[src/rtl/traffic_pkg.sv]
// traffic_pkg: light codes, monitor states and fault_code bits shared by the lamp monitor.
package traffic_pkg;
  localparam logic [2:0] GREEN = 3'b001;
  localparam logic [2:0] YELLOW = 3'b010;
  localparam logic [2:0] RED = 3'b100;
  localparam logic [2:0] FC_INVALID = 3'b001;
  localparam logic [2:0] FC_CONFLICT = 3'b010;
  localparam logic [2:0] FC_STUCK = 3'b100;
  typedef enum logic [1:0] {RUN, CONFIRM, FAILSAFE} mon_state_e;
  function automatic logic onehot3(input logic [2:0] c);
    return (c == GREEN) || (c == YELLOW) || (c == RED);
  endfunction
endpackage

[src/rtl/tlc_blink_timer.sv]
// tlc_blink_timer: half-period counter for fail-safe red flashing; phase=1 means red lit.
module tlc_blink_timer #(
  parameter int BLINK_HALF = 4
) (
  input  logic clk,
  input  logic rst,
  input  logic en,
  output logic phase
);
  logic [7:0] cnt_q, cnt_d;
  logic phase_q, phase_d;
  logic wrap;
  always_comb begin
    wrap = cnt_q == 8'(BLINK_HALF - 1);
    cnt_d = en ? (wrap ? 8'd0 : cnt_q + 8'd1) : 8'd0;
    phase_d = en ? phase_q ^ wrap : 1'b1;
  end
  always_ff @(posedge clk or negedge rst)
    if (!rst) begin
      cnt_q <= 8'd0;
      phase_q <= 1'b1;
    end else begin
      cnt_q <= cnt_d;
      phase_q <= phase_d;
    end
  assign phase = phase_q;
endmodule

[src/rtl/traffic_lamp_monitor.sv]
// traffic_lamp_monitor: filters invalid/conflicting/stuck controller codes and drives fail-safe flashing red.
// Stuck-pattern detection is built only when TLM_STUCK_DETECT_EN is defined.
module traffic_lamp_monitor
  import traffic_pkg::*;
#(
  parameter int FILTER_CYC = 2,
  parameter int BLINK_HALF = 4,
  parameter int STUCK_MAX = 15
) (
  input  logic       clk,
  input  logic       rst,
  input  logic [2:0] M1,
  input  logic [2:0] M2,
  input  logic [2:0] M3,
  input  logic [2:0] M4,
  input  logic       fault_clr,
  output logic [3:0] lamp_g,
  output logic [3:0] lamp_y,
  output logic [3:0] lamp_r,
  output logic       fault,
  output logic [2:0] fault_code
);
  mon_state_e state_q, state_d;
  logic [3:0] filt_q, filt_d;
  logic [11:0] lamp_q, lamp_d;
  logic [2:0] code_q, code_d;
  logic [11:0] pat;
  logic invalid, conflict, stuck, f, phase, leave;
  logic [2:0] cause;
  assign pat = {M1, M2, M3, M4};
  assign invalid = !(onehot3(M1) && onehot3(M2) && onehot3(M3) && onehot3(M4));
  assign conflict = (M4 != RED && (M1 != RED || M2 != RED || M3 != RED)) || (M2 != RED && M3 != RED);
  assign cause = (stuck ? FC_STUCK : 3'b000) | (conflict ? FC_CONFLICT : 3'b000) | (invalid ? FC_INVALID : 3'b000);
  assign f = |cause;
  assign leave = state_q == FAILSAFE && state_d == RUN;
`ifdef TLM_STUCK_DETECT_EN
  logic [11:0] pat_q;
  logic [8:0] stk_q, stk_now;
  always_comb begin
    stk_now = pat != pat_q ? 9'd0 : stk_q == 9'(STUCK_MAX + 1) ? stk_q : stk_q + 9'd1;
    stuck = stk_now >= 9'(STUCK_MAX);
  end
  always_ff @(posedge clk or negedge rst)
    if (!rst) begin
      pat_q <= {4{RED}};
      stk_q <= 9'd0;
    end else begin
      pat_q <= pat;
      stk_q <= leave ? 9'd0 : stk_now;
    end
`else
  assign stuck = 1'b0;
`endif
  always_comb begin
    state_d = state_q;
    filt_d = 4'd0;
    code_d = code_q;
    if (state_q == RUN && f) begin
      filt_d = 4'd1;
      state_d = FILTER_CYC == 1 ? FAILSAFE : CONFIRM;
    end else if (state_q == CONFIRM) begin
      filt_d = f ? filt_q + 4'd1 : 4'd0;
      state_d = !f ? RUN : (filt_q + 4'd1 == 4'(FILTER_CYC)) ? FAILSAFE : CONFIRM;
    end else if (state_q == FAILSAFE && fault_clr && !f) begin
      state_d = RUN;
    end
    code_d = (state_d == FAILSAFE && state_q != FAILSAFE) ? cause : (state_d == RUN) ? 3'b000 : code_q;
    // Lamps only ever take a clean input pattern, so CONFIRM holds the last good one.
    lamp_d = state_d == RUN ? {M4[2], M3[2], M2[2], M1[2], M4[1], M3[1], M2[1], M1[1], M4[0], M3[0], M2[0], M1[0]} : lamp_q;
  end
  always_ff @(posedge clk or negedge rst)
    if (!rst) begin
      state_q <= RUN;
      filt_q <= 4'd0;
      code_q <= 3'b000;
      lamp_q <= {4'hF, 8'h00};
    end else begin
      state_q <= state_d;
      filt_q <= filt_d;
      code_q <= code_d;
      lamp_q <= lamp_d;
    end
  tlc_blink_timer #(.BLINK_HALF(BLINK_HALF)) u_blink (
    .clk(clk),
    .rst(rst),
    .en(state_q == FAILSAFE),
    .phase(phase)
  );
  assign fault = state_q == FAILSAFE;
  assign fault_code = code_q;
  assign lamp_g = fault ? 4'h0 : lamp_q[3:0];
  assign lamp_y = fault ? 4'h0 : lamp_q[7:4];
  assign lamp_r = fault ? {4{phase}} : lamp_q[11:8];
endmodule
[config.mk]
export PLATFORM = sky130hd
export DESIGN_NAME = traffic_lamp_monitor
export DESIGN_NICKNAME = d
export VERILOG_FILES = /design/src/rtl/traffic_pkg.sv /design/src/rtl/tlc_blink_timer.sv /design/src/rtl/traffic_lamp_monitor.sv
export SDC_FILE = /design/constraint.sdc
export NUM_CORES = 1
export LEC_CHECK = 0
export CORE_MARGIN = 2
export CORE_UTILIZATION = 46
export DETAILED_ROUTE_END_ITERATION = 10
export GPL_TIMING_DRIVEN = 0
export PLACE_DENSITY = 0.79
export SLEW_MARGIN = 20
export SYNTH_ARGS = -nofsm -noshare
export SYNTH_HDL_FRONTEND = slang
export SYNTH_SLANG_ARGS = --single-unit
[constraint.sdc]
create_clock -name clk -period 1.3 [get_ports clk]
set_input_delay 0.13 -clock clk [delete_from_list [all_inputs] [get_ports clk]]
set_output_delay 0.13 -clock clk [all_outputs]
set_load 0.01 [all_outputs]
==> flow_metrics.env <==
export IMPL_outcome="finished with violations"
export IMPL_violations="setup timing"
export IMPL_fmax_ghz=0.650
export IMPL_ys_seq_area_share_pct=46.6
export IMPL_drive_gt1_share_pct=56.7
export IMPL_synth_top_family_by_area="simple AND/OR/NAND/NOR gates"
export IMPL_hp_class="input pin to flop"
export IMPL_yosys_most_used_dff="dfrtp_1"
export IMPL_synthMuxAreaShare_pct=11.0
export IMPL_worstSetupPathType="input pin to flop"
export IMPL_start_kind="input pin"
export IMPL_clkLatencyLatePin_ns=0.33
export IMPL_synth_seq_cells=29
export IMPL_rsz0062_at_grt="true"
export IMPL_maxSlewHeadroom_pct=56.1
export IMPL_powerDensity_nw_per_um2=670
export IMPL_cts_buffer_depth=2
export IMPL_cts_tree="built"
export IMPL_nNetsFinal=218
export IMPL_syn_inst=143
export IMPL_wl_per_cell_um=16.2
export IMPL_synthAdderAreaFrac_pct=2.39
export IMPL_met3_usage_pct=5.59
export IMPL_met2_usage_pct=36.0
export IMPL_synthArstFlopShare_pct=100
export IMPL_die_area_sq_um=3900
export IMPL_drv_slew=0
export IMPL_setup_viol_count_final=28
export IMPL_rows=21
export IMPL_ys_warn_count=0
export IMPL_cp_arrival_ns=1.75
export IMPL_num_antenna_cells=0
export IMPL_fin_worst_skew_ns=0.0107
export IMPL_antenna_left=0
export IMPL_synth_xor_area_share_pct=6.13
export IMPL_drt_pre_antenna_iters=4
export IMPL_peakVddDrop_mv=0.412
export IMPL_grt_usage_pct=20.7
export IMPL_clkSlewWorstSetupHoldPaths_ns=0.09
export IMPL_synth_compound_area_share_pct=9.47
export IMPL_fill_cells=242
export IMPL_maxCapViolCount=0
export IMPL_grt_antenna_before_repair=0
export IMPL_post_synth_top_area_cell="dfrtp_1"
export IMPL_endpoint_kind="flop"
export IMPL_fin_crit_sh_pct=118
export IMPL_drt_iter0_markers=36
export IMPL_vias=1305
export IMPL_synth_top_cells_by_area="dfrtp_1 (38%), mux2_4 (9.6%), dfstp_2 (8.4%)"
export IMPL_io_buffers=29
export IMPL_fp_dieW_um=62.5
export IMPL_grt_busiest_layer="met2"
export IMPL_area_growth_pct=49.5
export IMPL_ys_types=41
export IMPL_grt_pass1_vias=1326
export IMPL_grt_max_degree=30
export IMPL_grt_use_met1_pct=26.1
export IMPL_setup_tns_ns=-3.85
export IMPL_stdcell_count=247
export IMPL_place_inst=218
export IMPL_grt_overflow_total=0
export IMPL_required_ns=1.51
export IMPL_drc=0
export IMPL_clock_root_buffer="clkbuf_4"
export IMPL_die_y_um=62.5
export IMPL_core_sq_um=3310
export IMPL_synth_simple_area_share_pct=21.3
export IMPL_initial_core_util_pct=47.5
export IMPL_synth_edf_count=0
export IMPL_crit_fanout=5
export IMPL_worstMarginPinSlew_ns=0.658
export IMPL_gp_congestion=0.819
export IMPL_wirelength_mm=4.01
export IMPL_fin_crit_ns=1.54
export IMPL_hold_violations=0
export IMPL_worst_hold_slack_ns=0.0446
export IMPL_r2r_setup_slack_ns=-0.20
export IMPL_p_leak_uw=0.00112
export IMPL_synth_top_area_share_pct=38.2
export IMPL_routed_via_density=5.28
export IMPL_syn_cell_area_sq_um=1570
export IMPL_htreeDepth=2
export IMPL_finalPower_uw=1580
export IMPL_syn_nets=161
export IMPL_cts_sinks=29
export IMPL_grt_pass1_wl_mm=6.35
export IMPL_ioPinCount=31
export IMPL_fin_ws_ns=-0.238
export IMPL_cts_buffers=5
export IMPL_synth_avg_cell_area_sq_um=11.0
export IMPL_hpwl_mm=2.35
-- cell usage after synthesis, types with 2 or more instances --
library cell and number:
nand3_1 9, nand2_1 16, clkbuf_1 2, o211a_1 2, ha_1 3, mux2_4 10
mux2_2 2, and2_1 9, and3_1 3, nor2_1 12, dfrtp_1 24, xor2_1 9
xnor2_1 2, nor3_1 4, o211ai_1 3, a22oi_1 2, dfstp_2 5, inv_1 3
-- timing repair --
item | 4_1_cts | 5_1_grt
resized for setup | 141 | 28
setup endpoints to repair | 35 | 40
endpoints found under the hold margin | 24 | 0
gates cloned | 2 | 0
pin swaps | 22 | 14
buffers inserted | 16 | 4
hold buffers | 1 | 0
-- flip-flops by register name, summed over array words and instances, names as in the netlist --
signal	cells
state_q	2
fault_code	2
u_blink.cnt_q	8
u_blink.phase	1
filt_q	4
lamp_q	12
-- final cells by class --
type                       instances  area, sq um  area share (%)
buffer                             3         42.5            1.81
clock buffer                       6         41.3            1.76
clock inverter                     2         10.0           0.426
inverter                           3         16.3           0.692
multi-input combinational        107          968            41.2
sequential                        29          736            31.3
tap                               46         57.6            2.45
timing repair buffer              51          478            20.3
-- power by group --
part           total, uW  internal [uW]  switching, uW
Clock                538            206            332
Combinational        135           61.0           73.6
Sequential           902            902         0.0765
-- cell usage in the layout, fill, tap and decap left out, drive strengths merged, types with 3 or more instances in the layout --
cell         count
ha               3
o211a            3
o211ai           4
nand2           16
buf             46
dfrtp           24
and2            10
nor3             4
xor2             9
nand3            9
dlygate4sd2      4
and3             4
clkbuf           6
mux2            12
dfstp            5
nor2            12
inv              3
-- cell families after synthesis --
logic type,count (synthesis)
fa+ha+maj,3
compound gates,17
flops,29
xor+xnor,11
buf+inv,7
mux,12
other cells,1
simple gates,63
-- critical path, cell delays in order --
cell and delay (ns):
buf_8 0.11, nor3b_4 0.23, o211ai_2 0.14, nor4_4 0.37, o211a_4 0.25, buf_12 0.12
buf_12 0.11, mux2_4 0.29
-- metrics by stage --
step,setup WS [ns],utilization (%),cell area [sq um]
floorplan,-0.318,-,1590
finish,-0.238,71.0,2350
CTS,-0.167,68.1,2250
global placement,-0.939,58.6,1940
global route,-0.261,71.0,2350
detailed placement,-1.00,58.4,1930
-- per-layer routing --
| metal | routed length (um) | vias to the layer above |
|---|---|---|
| met1 | 1700 | 657 |
| met4 | 70 | 0 |
| met5 | 0 | - |
| li1 | - | 609 |
| met2 | 2080 | 33 |
| met3 | 160 | 6 |
-- final timing paths --
path	from	endpoint	cells past startpoint
max in group asynchronous	rst	state_q[1]	2
setup reg to reg	state_q[0]	lamp_q[2]	6
setup / recovery	M2[1]	lamp_q[2]	8
min in group asynchronous	rst	u_blink.cnt_q[0]	2
hold / removal	M2[2]	lamp_q[9]	2
hold reg to reg	u_blink.cnt_q[0]	u_blink.cnt_q[0]	1
Note: power is estimated with default switching activity, not from simulation.
